File: src/rtl/writeback_unit_pkg.sv
// Shared types for the LC-3b write-back stage: NZP code type, its reset value and the source-select enum.
package lc3b_types;

  typedef logic [2:0] lc3b_nzp;

  localparam lc3b_nzp NZP_RESET = 3'b010;

  typedef enum logic [1:0] {
    WB_MEM_ADDR = 2'd0,
    WB_MEM_DATA = 2'd1,
    WB_NEW_PC   = 2'd2,
    WB_ALU      = 2'd3
  } wb_src_e;

  // A single source still needs a one-bit select so the port never collapses to zero width.
  function automatic int sel_width(input int n);
    if (n > 32'sd1) begin
      return $clog2(n);
    end else begin
      return 32'sd1;
    end
  endfunction

endpackage

File: src/rtl/writeback_unit_if.sv
// Upstream instruction handshake and register-file write port of the write-back stage.
interface writeback_unit_if #(
  parameter int WIDTH      = 16,
  parameter int NUM_SRC    = 4,
  parameter int REG_ADDR_W = 3
);
  import lc3b_types::*;

  localparam int SEL_W = sel_width(NUM_SRC);

  logic                     in_valid;
  logic                     in_ready;
  logic [NUM_SRC*WIDTH-1:0] in_src;
  logic [SEL_W-1:0]         in_sel;
  logic [REG_ADDR_W-1:0]    in_dest;
  logic                     in_ld_reg;
  logic                     in_ld_cc;
  logic                     rf_we;
  logic [REG_ADDR_W-1:0]    rf_dest;
  logic [WIDTH-1:0]         rf_data;

  modport master (
    output in_valid, in_src, in_sel, in_dest, in_ld_reg, in_ld_cc,
    input  in_ready, rf_we, rf_dest, rf_data
  );

  modport slave (
    input  in_valid, in_src, in_sel, in_dest, in_ld_reg, in_ld_cc,
    output in_ready, rf_we, rf_dest, rf_data
  );

endinterface

File: src/rtl/writeback_unit_gencc.sv
// wb_gencc: combinational NZP generation from a write-back result (exactly one bit set).
module wb_gencc
  import lc3b_types::*;
#(
  parameter int WIDTH = 16
) (
  input  logic [WIDTH-1:0] value,
  output lc3b_nzp          nzp
);

  logic n_s;
  logic z_s;

  // Sign bit, zero test, and positive as the remaining case.
  always_comb begin
    n_s = value[WIDTH-1];
    z_s = (value == {WIDTH{1'b0}});
    nzp = {n_s, z_s, (!n_s) && (!z_s)};
  end

endmodule

File: src/rtl/writeback_unit.sv
// writeback_unit: final pipeline stage with registered instruction, result mux, NZP register and retire counter.
// Defining WB_FORWARD_EN adds a registered forwarding copy of the last completed register write.
module writeback_unit
  import lc3b_types::*;
#(
  parameter int WIDTH      = 16,
  parameter int NUM_SRC    = 4,
  parameter int REG_ADDR_W = 3,
  parameter int CNT_W      = 32
) (
  input  logic                  clock,
  input  logic                  reset,
  writeback_unit_if.slave       wb,
  input  logic                  hold,
  input  logic                  flush,
  output lc3b_nzp               cc_out,
  output logic [CNT_W-1:0]      retire_count
`ifdef WB_FORWARD_EN
  ,
  output logic                  fwd_valid,
  output logic [REG_ADDR_W-1:0] fwd_dest,
  output logic [WIDTH-1:0]      fwd_data
`endif
);

  localparam int SEL_W = sel_width(NUM_SRC);

  logic                     valid_r;
  logic [NUM_SRC*WIDTH-1:0] src_r;
  logic [SEL_W-1:0]         sel_r;
  logic [REG_ADDR_W-1:0]    dest_r;
  logic                     ld_reg_r;
  logic                     ld_cc_r;
  lc3b_nzp                  cc_r;
  logic [CNT_W-1:0]         count_r;

  logic                     ready_s;
  logic                     capture_s;
  logic                     fire_s;
  logic                     rf_we_s;
  logic [WIDTH-1:0]         result_s;
  lc3b_nzp                  gencc_s;

  // Handshake decode and result selection from the registered copy; out-of-range selects read as zero.
  always_comb begin
    ready_s   = (!valid_r) || (!hold);
    capture_s = wb.in_valid && ready_s && (!flush);
    fire_s    = valid_r && (!hold) && (!flush);
    rf_we_s   = fire_s && ld_reg_r;
    result_s  = {WIDTH{1'b0}};
    if (int'(sel_r) < NUM_SRC) begin
      result_s = src_r[int'(sel_r)*WIDTH +: WIDTH];
    end else begin
      result_s = {WIDTH{1'b0}};
    end
  end

  wb_gencc #(.WIDTH(WIDTH)) u_gencc (
    .value (result_s),
    .nzp   (gencc_s)
  );

  assign wb.in_ready  = ready_s;
  assign wb.rf_we     = rf_we_s;
  assign wb.rf_dest   = dest_r;
  assign wb.rf_data   = result_s;
  assign cc_out       = cc_r;
  assign retire_count = count_r;

  // Stage register: capture may coincide with fire, giving one instruction per cycle.
  always_ff @(posedge clock) begin
    if (reset) begin
      valid_r  <= 1'b0;
      src_r    <= {(NUM_SRC*WIDTH){1'b0}};
      sel_r    <= {SEL_W{1'b0}};
      dest_r   <= {REG_ADDR_W{1'b0}};
      ld_reg_r <= 1'b0;
      ld_cc_r  <= 1'b0;
    end else if (flush) begin
      valid_r  <= 1'b0;
    end else if (capture_s) begin
      valid_r  <= 1'b1;
      src_r    <= wb.in_src;
      sel_r    <= wb.in_sel;
      dest_r   <= wb.in_dest;
      ld_reg_r <= wb.in_ld_reg;
      ld_cc_r  <= wb.in_ld_cc;
    end else if (fire_s) begin
      valid_r  <= 1'b0;
    end else begin
      valid_r  <= valid_r;
    end
  end

  // Architectural NZP and retire counter advance only when an instruction actually retires.
  always_ff @(posedge clock) begin
    if (reset) begin
      cc_r    <= NZP_RESET;
      count_r <= {CNT_W{1'b0}};
    end else if (fire_s) begin
      cc_r    <= ld_cc_r ? gencc_s : cc_r;
      count_r <= count_r + CNT_W'(1'b1);
    end else begin
      cc_r    <= cc_r;
      count_r <= count_r;
    end
  end

`ifdef WB_FORWARD_EN
  // Forwarding copy of the most recent completed write for the decode stage.
  always_ff @(posedge clock) begin
    if (reset || flush) begin
      fwd_valid <= 1'b0;
      fwd_dest  <= {REG_ADDR_W{1'b0}};
      fwd_data  <= {WIDTH{1'b0}};
    end else if (rf_we_s) begin
      fwd_valid <= 1'b1;
      fwd_dest  <= dest_r;
      fwd_data  <= result_s;
    end else begin
      fwd_valid <= fwd_valid;
      fwd_dest  <= fwd_dest;
      fwd_data  <= fwd_data;
    end
  end
`endif

endmodule

File: src/flat_wrapper.sv
// flat-port wrapper written by rule: the top's interface ports become plain ports
module writeback_unit_flat import lc3b_types::*;
#(
  parameter int WIDTH      = 16,
  parameter int NUM_SRC    = 4,
  parameter int REG_ADDR_W = 3,
  parameter int CNT_W      = 32
)
  (clock, reset, hold, flush, cc_out, retire_count, wb_in_valid, wb_in_src, wb_in_sel, wb_in_dest, wb_in_ld_reg, wb_in_ld_cc, wb_in_ready, wb_rf_we, wb_rf_dest, wb_rf_data);
  writeback_unit_if #(.WIDTH(WIDTH), .NUM_SRC(NUM_SRC), .REG_ADDR_W(REG_ADDR_W)) wb_i ();
  input  logic clock;
  input  logic reset;
  input  logic hold;
  input  logic flush;
  output lc3b_nzp cc_out;
  output logic [CNT_W-1:0] retire_count;
  input wire logic [$bits(wb_i.in_valid)-1:0] wb_in_valid;
  input wire logic [$bits(wb_i.in_src)-1:0] wb_in_src;
  input wire logic [$bits(wb_i.in_sel)-1:0] wb_in_sel;
  input wire logic [$bits(wb_i.in_dest)-1:0] wb_in_dest;
  input wire logic [$bits(wb_i.in_ld_reg)-1:0] wb_in_ld_reg;
  input wire logic [$bits(wb_i.in_ld_cc)-1:0] wb_in_ld_cc;
  output wire logic [$bits(wb_i.in_ready)-1:0] wb_in_ready;
  output wire logic [$bits(wb_i.rf_we)-1:0] wb_rf_we;
  output wire logic [$bits(wb_i.rf_dest)-1:0] wb_rf_dest;
  output wire logic [$bits(wb_i.rf_data)-1:0] wb_rf_data;
  assign wb_i.in_valid = wb_in_valid;
  assign wb_i.in_src = wb_in_src;
  assign wb_i.in_sel = wb_in_sel;
  assign wb_i.in_dest = wb_in_dest;
  assign wb_i.in_ld_reg = wb_in_ld_reg;
  assign wb_i.in_ld_cc = wb_in_ld_cc;
  assign wb_in_ready = wb_i.in_ready;
  assign wb_rf_we = wb_i.rf_we;
  assign wb_rf_dest = wb_i.rf_dest;
  assign wb_rf_data = wb_i.rf_data;
  writeback_unit #(.WIDTH(WIDTH), .NUM_SRC(NUM_SRC), .REG_ADDR_W(REG_ADDR_W), .CNT_W(CNT_W)) u_core (.clock(clock), .reset(reset), .wb(wb_i), .hold(hold), .flush(flush), .cc_out(cc_out), .retire_count(retire_count));
endmodule
File: config.mk
export PLATFORM = sky130hd
export DESIGN_NAME = writeback_unit_flat
export DESIGN_NICKNAME = d
export VERILOG_FILES = /design/src/rtl/writeback_unit_pkg.sv /design/src/rtl/writeback_unit_if.sv /design/src/rtl/writeback_unit_gencc.sv /design/src/rtl/writeback_unit.sv /design/src/flat_wrapper.sv
export SDC_FILE = /design/constraint.sdc
export NUM_CORES = 1
export LEC_CHECK = 0
export BUFFER_PORTS_ARGS = -buffer_cell sky130_fd_sc_hd__buf_2
export CAP_MARGIN = 10
export CORE_MARGIN = 2
export CORE_UTILIZATION = 55
export DETAILED_ROUTE_END_ITERATION = 10
export PLACE_DENSITY = 0.94
export RECOVER_POWER = 100
export REMOVE_ABC_BUFFERS = 1
export SYNTH_ARGS = -nofsm -noshare
export SYNTH_HDL_FRONTEND = slang
export SYNTH_SLANG_ARGS = --single-unit
File: constraint.sdc
create_clock -name clock -period 5.7 [get_ports clock]
set_input_delay 0.285 -clock clock [delete_from_list [all_inputs] [get_ports clock]]
set_output_delay 0.285 -clock clock [all_outputs]
set_load 0.005 [all_outputs]
; Word-level counts from Yosys, hierarchy flattened
; Index checks and enable logic that the tools add are counted.
[word_totals]
reg_bits = 107
[op_classes]
addsub = 1
shifts = 1
muxes = 2
bitwise_logic = 1
n_reduce_logical = 17
[op_table]
columns = op, n
row1 = $shiftx 64x7->16, 1
row2 = $add 32x1->32 const B, 1
row3 = $logic_not 16->1, 1
row4 = $logic_and 1x1->1, 6
row5 = $logic_not 1->1, 5
row6 = $reduce_and 2->1, 2
row7 = $mux 1, 2
row8 = $reduce_bool 2->1, 1
row9 = $reduce_or 2->1, 1
row10 = $logic_or 1x1->1, 1
row11 = $not 1->1, 1

; Longest topological paths before layout
; Gate-level depths: netlist of the first run.
[depth]
depth_word = 5
ltp_mapped = 7

; Cells and area by module
; Synthesis of the first run repeated with hierarchy kept, for this count alone.
[hier_totals]
hier_cells = 534
hier_area_um2 = 4538.1
[modules_own_cells]
columns = mod, instances, cells_each, area_per_inst_um2
row1 = writeback_unit, 1, 526, 4480.5
row2 = wb_gencc, 1, 8, 57.6

; Least setup slack after synthesis of the first run
; Ideal clock, no wire load.
[synth_timing]
path_kind = reg-to-reg
start = reg u_core.sel_r[0]
end = reg u_core.cc_r[0], in the netlist u_core.cc_out[0]
arrival_ns = 1.861
t_required_ns = 5.584
setup_slack_ns = 3.724
path_stages_with_launch = 7
path_buffers = 1
period_less_slack_ns = 1.976
cell_sequence = dfxtp_1 buf_6 mux4_1 or4_1 nor3_1 and4_1 nor4_1
[synth_between]
elab_chain_len = 4
word_cells_on_any_way = 5
classes_between = 1 x shift / 4 x reduce/logical
[synth_rtl]
columns = element, line
row1 = "start, declared", writeback_unit.sv:30  ; logic [SEL_W-1:0] sel_r;
row2 = "start signal, assigned", writeback_unit.sv:75  ; sel_r <= {SEL_W{1'b0}};
row3 = "start signal, assigned", writeback_unit.sv:84  ; sel_r <= wb.in_sel;
row4 = $shiftx 64x7->16, writeback_unit.sv:52  ; result_s = src_r[int'(sel_r)*WIDTH +: WIDTH];
row5 = via wb_rf_data[9], flat_wrapper.sv:26  ; output wire logic [$bits(wb_i.rf_data)-1:0] wb_rf_data;
row6 = $logic_not 16->1, writeback_unit_gencc.sv:17  ; z_s = (value == {WIDTH{1'b0}});
row7 = $logic_not 1->1, writeback_unit_gencc.sv:18  ; nzp = {n_s, z_s, (!n_s) && (!z_s)};
row8 = $logic_and 1x1->1, writeback_unit_gencc.sv:18
row9 = "end signal, assigned", writeback_unit.sv:101  ; cc_r <= ld_cc_r ? gencc_s : cc_r;
row10 = "end signal, assigned", writeback_unit.sv:104  ; cc_r <= cc_r;
row11 = "end, declared", writeback_unit.sv:34  ; lc3b_nzp cc_r;
; The timed path passes the listed nets, and every way through them passes these cells.
; A chain may end at the register's enable or synchronous reset.

==> results of run 1 <==
-- cells in the mapped netlist --
cell and number:
nand4_1 11, xnor2_1 11, nor3_1 6, clkbuf_8 5, nand2_1 154, nor2_1 31, ha_1 1, or3_1 3
and3_1 8, nand4_2 1, mux2i_1 1, and3b_1 1, inv_1 1, buf_6 2, nor4_1 7, or4_1 1
and2_1 3, or2_2 1, nand3_1 11, o21ai_0 3, clkbuf_1 29, nor4b_1 1, a211o_2 1, xor2_1 16
and4_1 6, a21oi_1 77, buf_4 1, nor2b_1 1, dfxtp_1 107, mux4_1 13, mux2_2 1, nor3b_1 2
nand3b_1 1, mux4_2 3
-- where the power goes --
part | internal [mW] | switching, mW | total (mW)
Sequential | 0.771 | 0.0160 | 0.787
Clock | 0.166 | 0.272 | 0.438
Combinational | 0.0522 | 0.0619 | 0.114
-- how the worst max path moves through the flow --
stage                     cells past startpoint  slack (ns)                      end
final                                         4        1.92  u_core.retire_count[31]
after CTS                                     5        2.98         u_core.cc_out[0]
after detailed placement                      5        2.99         u_core.cc_out[0]
after global placement                        5        3.07         u_core.cc_out[0]
after floorplan                               5        3.33         u_core.cc_out[0]
after global routing                          4        1.55  u_core.retire_count[31]
-- registers in the layout, summed over array words and instances (netlist names) --
name	count
u_core.sel_r	2
u_core.wb.rf_dest	3
u_core.ld_reg_r	1
u_core.src_r	64
u_core.retire_count	32
u_core.valid_r	1
u_core.ld_cc_r	1
u_core.cc_out	3
-- per-stage QoR --
| stage | instance area (um2) | hold WS (ns) | power (mW) | std cells |
|---|---|---|---|---|
| 4_1_cts | 5330 | 0.122 | 1.35 | 739 |
| 3_3_place_gp | 5150 | 0.439 | 0.913 | 723 |
| 2_1_floorplan | 4340 | 0.354 | 0.855 | 484 |
| 6_report | 5270 | 0.140 | 1.34 | 739 |
| 5_1_grt | 5270 | 0.121 | 1.39 | 739 |
| 3_5_place_dp | 5150 | 0.442 | 0.920 | 723 |
-- routing by layer --
metal  share of wire [%]  routed length, um  vias up  GRT usage (%)
met5                   0                  0        -              0
met4                 2.1                221        0           8.57
met3                 6.7                701       20           6.23
met2                  51               5270      136           41.4
met1                  40               4200     1890           27.0
li1                    -                  -     1991              -
-- logic make-up (layout without fill, tap and decap cells) --
kind of cell | count (synthesis) | in the layout | synth area share, %
muxes | 18 | 18 | 9.46
xor gates and xnor gates | 27 | 27 | 5.20
and+or+nand+nor | 249 | 249 | 24.3
DFF | 107 | 107 | 47.1
buffers and inverters | 38 | 151 | 4.65
adders and majority gates | 1 | 1 | 0.275
AOI/OAI and AO/OA | 81 | 81 | 9.02
-- area by class of cell --
type                       count  area share (%)
sequential                   107            40.6
clock inverter                 7            1.12
clock buffer                   9            2.35
timing repair buffer         134            11.7
tap                          105            2.49
multi-input combinational    376            41.6
inverter                       1          0.0712
==> results.ini, run 1 <==
[clock_network]
cts_tree=done
ctsHoldBuffers=0
post_cts_resize_count=0
tritoncts.num_buffers=9
cts_sinks=107
cts_setup_buffers=0
clk_latency_ns=0.36
cts_buffer_depth=2
cts.clk_slew.worst_paths_ns=0.10
cts_max_level=3
root_buffer=clkbuf_8

[worst_setup_path]
reg2reg_depth=5
timing.rr.start=u_core.sel_r[0]
r2r_slack_ns=2.94
critPathMaxFanout=58
crit_path_start_kind=input port
cp_top_family=buffers and inverters
critPathKind=in -> reg
max_stage_delay_ns=1.69
critPathLaunch=reset
worstPathArrival_ns=4.04
cpMaxStageDelayCell=clkbuf_1
path_common_cell=clkbuf_1
cp_cell_sequence=clkbuf_1, clkbuf_1, nor2b_1, mux2_2
worstSetupEndpointType=flop
critical_path_buf_inv_count=2
timing.rr.end=u_core.cc_out[0]
cp_data_required_time_ns=5.96

[layout]
layout_commonest_cell=nand2_1
final_cell_mix=nand2_1 (154), dfxtp_1 (107), buf_2 (87)
post-route-util_pct=64.8
finalNetCount=706
antenna_cells=0
final_layout_size_suffix_gt1_share_pct=17.5
fillers=680
multi_input_area_um2=2190
syn2layout_area_growth_pct=15.9
seq_area_um2=2140

[global_routing]
grt_pass1_vias=3767
globalRouteOverflowTotal=0
antenna_found_initial=0
grt_pass1_wl_um=16700
grtUsageTotal_pct=23.4
grt_max_degree=72

[placement]
gp_congestion=0.810
numPortBuffers=131
dp_hpwl_um=7470
dpl_worst_slack_ns=2.99

[timing]
slew_violations=183
slew_headroom_pct=-61.1
finalSetupViolCount=0
finalCriticalPeriod_ns=3.78
tightest_slew_ns=2.42
grt_setup_unrepaired=false
fin_worst_skew_ns=0.00936
fmax_mhz=264
fin_ws_ns=1.92
finalCritPeriodShare_pct=66.4
final-hold-violation-count=0
setup_tns_ns=0

[die]
die_h_um=94.9
start_util_pct=55.9
dieArea_um2=9010
pin_count=132
fp-row-count=33
core_area_um2=8130
fp.dieW_um=94.9

[yosys]
syn_inst=521
ys_ff_latch=107
synthTopCellsByArea=dfxtp_1 (47%), nand2_1 (13%), a21oi_1 (8.5%)
avgSynthCellArea_um2=8.73
yosys_warnings=0
yosysSeqAreaShare_pct=47.1
synth_top_area_share_pct=47.1
synth_top_area_cell=dfxtp_1
syn-cell-area_um2=4550
synthDistinctLibCells=34

[run_status]
violations=capacitance limit, slew limit
outcome=finished with violations

[routing]
drt-initial-drc-count=180
wl_per_cell_um=14.1
drc=0
routed_wl_um=10400
via_per_inst=5.46
firstDrtPassIters=4
via_count=4037
drtAntennaViolNets=0

[power_and_ir_drop]
max-vdd-ir-drop_uv=156
p_per_area_nw_per_um2=254
p_leak_nw=2.07

[hold_path]
whs_path_depth=2
holdCritStartpoint=flush
hp-class=in -> reg
hold_path_end=u_core.valid_r

[job]
drv_cap=3

No activity file was read; power rests on OpenSTA's default activity.
==> run 2: changes to the inputs <==
- CORE_UTILIZATION: 55 -> 52
- PLACE_DENSITY: 0.94 -> 0.9
- clock period: 5.7 -> 3.65 ns (I/O delays scaled with it)
==> results.ini, run 2 (synthesized netlist as in run 1, its figures left out) <==
[timing]
slew_violations=181
tightest_slew_ns=2.24
whs_ns=0.0197
finalCritPeriodShare_pct=74.9
fin_worst_skew_ns=0.0121
slew_headroom_pct=-49.6
finalCriticalPeriod_ns=2.74
final-hold-violation-count=0
setup_tns_ns=0
finalSetupViolCount=0
fmax_mhz=366
grt_setup_unrepaired=false

[layout]
antenna_cells=0
syn2layout_area_growth_pct=17.1
fillers=764
finalNetCount=706
largest_reg_flops=64
top_register=u_core.src_r
final_cell_mix=nand2_1 (154), dfxtp_1 (107), buf_2 (100)
final_layout_size_suffix_gt1_share_pct=19.4
final_cells=741
layout_commonest_cell=nand2_1

[worst_setup_path]
worstSetupEndpointType=flop
crit_path_start_kind=flop
cp_data_required_time_ns=3.90
r2r_slack_ns=0.91
setup.worst_path.end=u_core.src_r[3]
worstPathArrival_ns=2.98
critPathKind=reg -> reg
timing.rr.start=u_core.valid_r
critPathLaunch=u_core.valid_r
reg2reg_depth=4
critPathMaxFanout=71
timing.rr.end=u_core.src_r[3]

[job]
drv_cap=2

[clock_network]
cts_max_level=3
cts_setup_buffers=0
cts_tree=done
cts_sinks=107
post_cts_resize_count=0
root_buffer=clkbuf_8
cts.clk_slew.worst_paths_ns=0.10
tritoncts.num_buffers=9
clk_latency_ns=0.36
cts_buffer_depth=2
ctsHoldBuffers=0

[hold_path]
hp-class=in -> reg

[routing]
top_layer=met4
via_per_inst=5.42
wl_per_cell_um=14.0
drtAntennaViolNets=0
drc=0
drt-initial-drc-count=194
drt-met1-wl_um=4450
routed_wl_um=10400
via_count=4016
firstDrtPassIters=4
route.met3.wl_um=673
met2_length_um=4980

[global_routing]
grtUsageTotal_pct=21.9
grt_max_degree=109
antenna_found_initial=0
grt_pass1_vias=3803
grt_pass1_wl_um=17200
globalRouteOverflowTotal=0

[die]
die_h_um=97.5
dieArea_um2=9510
fp.dieW_um=97.5
core_area_um2=8590
fp-row-count=34
pin_count=132
start_util_pct=52.9

[placement]
gp_congestion=0.847
numPortBuffers=131
dp.cells=726
dp_hpwl_um=7300

[power_and_ir_drop]
p_per_area_nw_per_um2=413
max-vdd-ir-drop_uv=204
p_leak_nw=2.14

[run_status]
outcome=finished with violations
violations=capacitance limit, slew limit

## run 2: cell types whose count changed in the layout (fill, tap and decap cells not counted), sizes merged
cell,delta
clkinvlp,-1
clkinv,-1
bufinv,+2
buf,+12
inv,-1
clkbuf,-12
## run 2: layout make-up
| type | instances | area [um2] | share of cell area [%] |
|---|---|---|---|
| clock buffers | 9 | 124 | 2.33 |
| repair buffers | 134 | 633 | 11.9 |
| multi-input cells | 376 | 2190 | 41.1 |
| inverters | 1 | 3.75 | 0.0705 |
| flip-flops and latches | 107 | 2140 | 40.2 |
| clock inverters | 6 | 97.6 | 1.83 |
| well taps | 108 | 135 | 2.54 |
## run 2: worst min-delay path by stage
stage                     start                to  slack, ns  cells after the start
after floorplan           reset  u_core.cc_out[2]       0.25                      1
after global placement    flush    u_core.valid_r       0.38                      2
after detailed placement  flush    u_core.valid_r       0.40                      2
after CTS                 flush    u_core.valid_r      0.005                      2
after global routing      flush    u_core.valid_r       0.02                      2
final                     flush    u_core.valid_r       0.02                      2
## run 2: critical path, cell delays in order, from the launching register on
cell and delay [ns]:
dfxtp_1 0.33, nand2_1 0.09, and3b_1 1.69, nand2_1 0.26, a21oi_1 0.22
## run 2: through the flow
stage	worst slack [ns]	total power, mW	utilization, %	area, um2
detailed placement	1.19	1.44	60.0	5160
global placement	1.20	1.43	60.0	5160
global route	0.580	2.30	62.0	5320
floorplan	1.28	1.34	-	4340
CTS	1.17	2.22	62.6	5380
finish	0.915	2.20	62.0	5320
## run 2: where the power goes
part | switching (mW) | internal [mW] | leakage [nW]
Clock | 0.400 | 0.393 | 0.112
Sequential | 0.0232 | 1.20 | 0.870
Combinational | 0.0982 | 0.0820 | 1.15
Total | 0.521 | 1.68 | 2.14
## run 2: routing by layer
metal	vias up	global-route usage [%]
met1	1853	27.4
met4	0	9.29
met2	151	36.8
li1	1992	-
met3	20	4.53
met5	-	0
==> run 3: changes to the inputs <==
- CORE_UTILIZATION: 52 -> 47
- PLACE_DENSITY: 0.9 -> 0.86
- clock period: 3.65 -> 2.5 ns (I/O delays scaled with it)
==> results.ini, run 3 (synthesized netlist as in run 1, its figures left out) <==
[run_status]
outcome=finished clean

[timing]
slew_violations=0
finalCriticalPeriod_ns=2.30
setup_tns_ns=0
fin_worst_skew_ns=0.0149
grt_setup_unrepaired=false
whs_ns=0.0155
finalSetupViolCount=0
fmax_mhz=435
slew_headroom_pct=8.65
finalCritPeriodShare_pct=91.9
final-hold-violation-count=0
tightest_slew_ns=1.37

[global_routing]
grt_pass1_vias=4293
grt_max_degree=79
grtUsageTotal_pct=24.5
grt_pass1_wl_um=19900
antenna_found_initial=0
globalRouteOverflowTotal=0

[clock_network]
cts_max_level=3
clk_latency_ns=0.37
tritoncts.num_buffers=9
root_buffer=clkbuf_8
cts_buffer_depth=2
cts.clk_slew.worst_paths_ns=0.11
post_cts_resize_count=0
cts_sinks=107
cts_setup_buffers=0
cts_tree=done

[worst_setup_path]
critPathMaxFanout=13
reg2reg_depth=5
timing.rr.end=u_core.cc_out[0]
worstPathArrival_ns=2.52
timing.rr.start=u_core.sel_r[0]
worstSetupEndpointType=flop
cp_data_required_time_ns=2.72
critPathKind=reg -> reg
crit_path_start_kind=flop
r2r_slack_ns=0.20

[placement]
numPortBuffers=131
gp_congestion=0.887
dp.cells=751
dp_hpwl_um=7910

[die]
die_h_um=102
pin_count=132
core_area_um2=9330
fp.dieW_um=102
start_util_pct=48.8
dieArea_um2=10500
fp-row-count=35

[routing]
drc=0
drtAntennaViolNets=0
drt-initial-drc-count=205
via_count=4397
routed_wl_um=12500
via_per_inst=5.30
wl_per_cell_um=15.1
firstDrtPassIters=5

[layout]
layout_commonest_cell=nand2_1
finalNetCount=772
syn2layout_area_growth_pct=30.9
final_layout_size_suffix_gt1_share_pct=16.1
seq_area_um2=2140
multi_input_area_um2=2190
top_register=u_core.src_r
final_cells=829
final_cell_mix=nand2_1 (154), dfxtp_1 (107), buf_2 (84)
antenna_cells=0
largest_reg_flops=64
fillers=779

[hold_path]
hold_path_end=u_core.src_r[31]
holdCritStartpoint=wb_in_src[31]
whs_path_depth=3
hp-class=in -> reg

[power_and_ir_drop]
power.share.sequential_pct=56.5
p_per_area_nw_per_um2=531
max-vdd-ir-drop_uv=341
p_leak_nw=2.33
p_comb_share_pct=11.3
switchingPower_mw=0.840
power_frac_clock_pct=32.1
report.power.total_mw=3.16
p_int_mw=2.32
p_sw_share_pct=26.6

[job]
drv_cap=0

run 3: cell count changes in the layout (fill, tap and decap cells not counted), moves of 2 or more:
cell           previous run  this run
buf_2                   100        84
dlygate4sd3_1             0        62
bufinv_16                 2         0
inv_6                     1         3
buf_4                     1         4
clkbuf_1                 32        47
run 3: layout make-up:
| cell class | count | share of cell area, % |
|---|---|---|
| Clock inverter | 7 | 0.987 |
| Multi-Input combinational cell | 376 | 36.8 |
| Timing Repair Buffer | 200 | 21.4 |
| Tap cell | 129 | 2.71 |
| Sequential cell | 107 | 36.0 |
| Clock buffer | 9 | 2.08 |
| Inverter | 1 | 0.0630 |
run 3: what timing repair did:
| item | in CTS | in global routing |
|---|---|---|
| endpoints found under the hold margin | 62 | 0 |
| hold buffers | 62 | 0 |
| endpoints found under the setup margin | 0 | 0 |
run 3: per-stage QoR:
step | util (%) | instance area [um2] | setup WS [ns]
after floorplan | - | 4340 | 0.133
after detailed placement | 56.0 | 5230 | 0.259
final | 63.8 | 5960 | 0.203
after global placement | 56.0 | 5230 | 0.318
after CTS | 64.6 | 6030 | 0.243
after global routing | 63.8 | 5960 | 0.0280
run 3: routing by layer:
metal / wire, um / share of wire [%] / GRT usage [%] / up-vias
met2: 6310 / 50 / 43.9 / 171
met3: 912 / 7.3 / 5.68 / 35
li1: - / - / - / 2130
met5: 0 / 0 / 0 / -
met4: 359 / 2.9 / 10.9 / 0
met1: 4970 / 40 / 27.7 / 2061
run 3: power groups by stage:
stage / combinational [mW] / sequential [mW] / clock [mW]
finish: 0.359 / 1.79 / 1.02
global route: 0.394 / 1.80 / 1.10
CTS: 0.353 / 1.79 / 1.03
detailed placement: 0.279 / 1.83 / 0
global placement: 0.270 / 1.82 / 0
floorplan: 0.128 / 1.82 / 0
run 3: worst max path at each step:
stage                            end  cells past startpoint  slack (ns)             from
finish              u_core.cc_out[0]                      5        0.20  u_core.sel_r[0]
global placement    u_core.cc_out[0]                      5        0.32  u_core.sel_r[0]
CTS                 u_core.cc_out[0]                      5        0.24  u_core.sel_r[0]
detailed placement  u_core.cc_out[0]                      5        0.26  u_core.sel_r[0]
global route        u_core.cc_out[0]                      5        0.03  u_core.sel_r[0]
floorplan           u_core.cc_out[0]                      5        0.13  u_core.sel_r[0]
run 3: worst max-delay path, cell delays in order, from the launching register on:
cell     delay [ns]
dfxtp_1        0.48
buf_4          0.31
mux4_1         0.62
nor4_1         0.40
and4_1         0.27
nor4_1         0.06
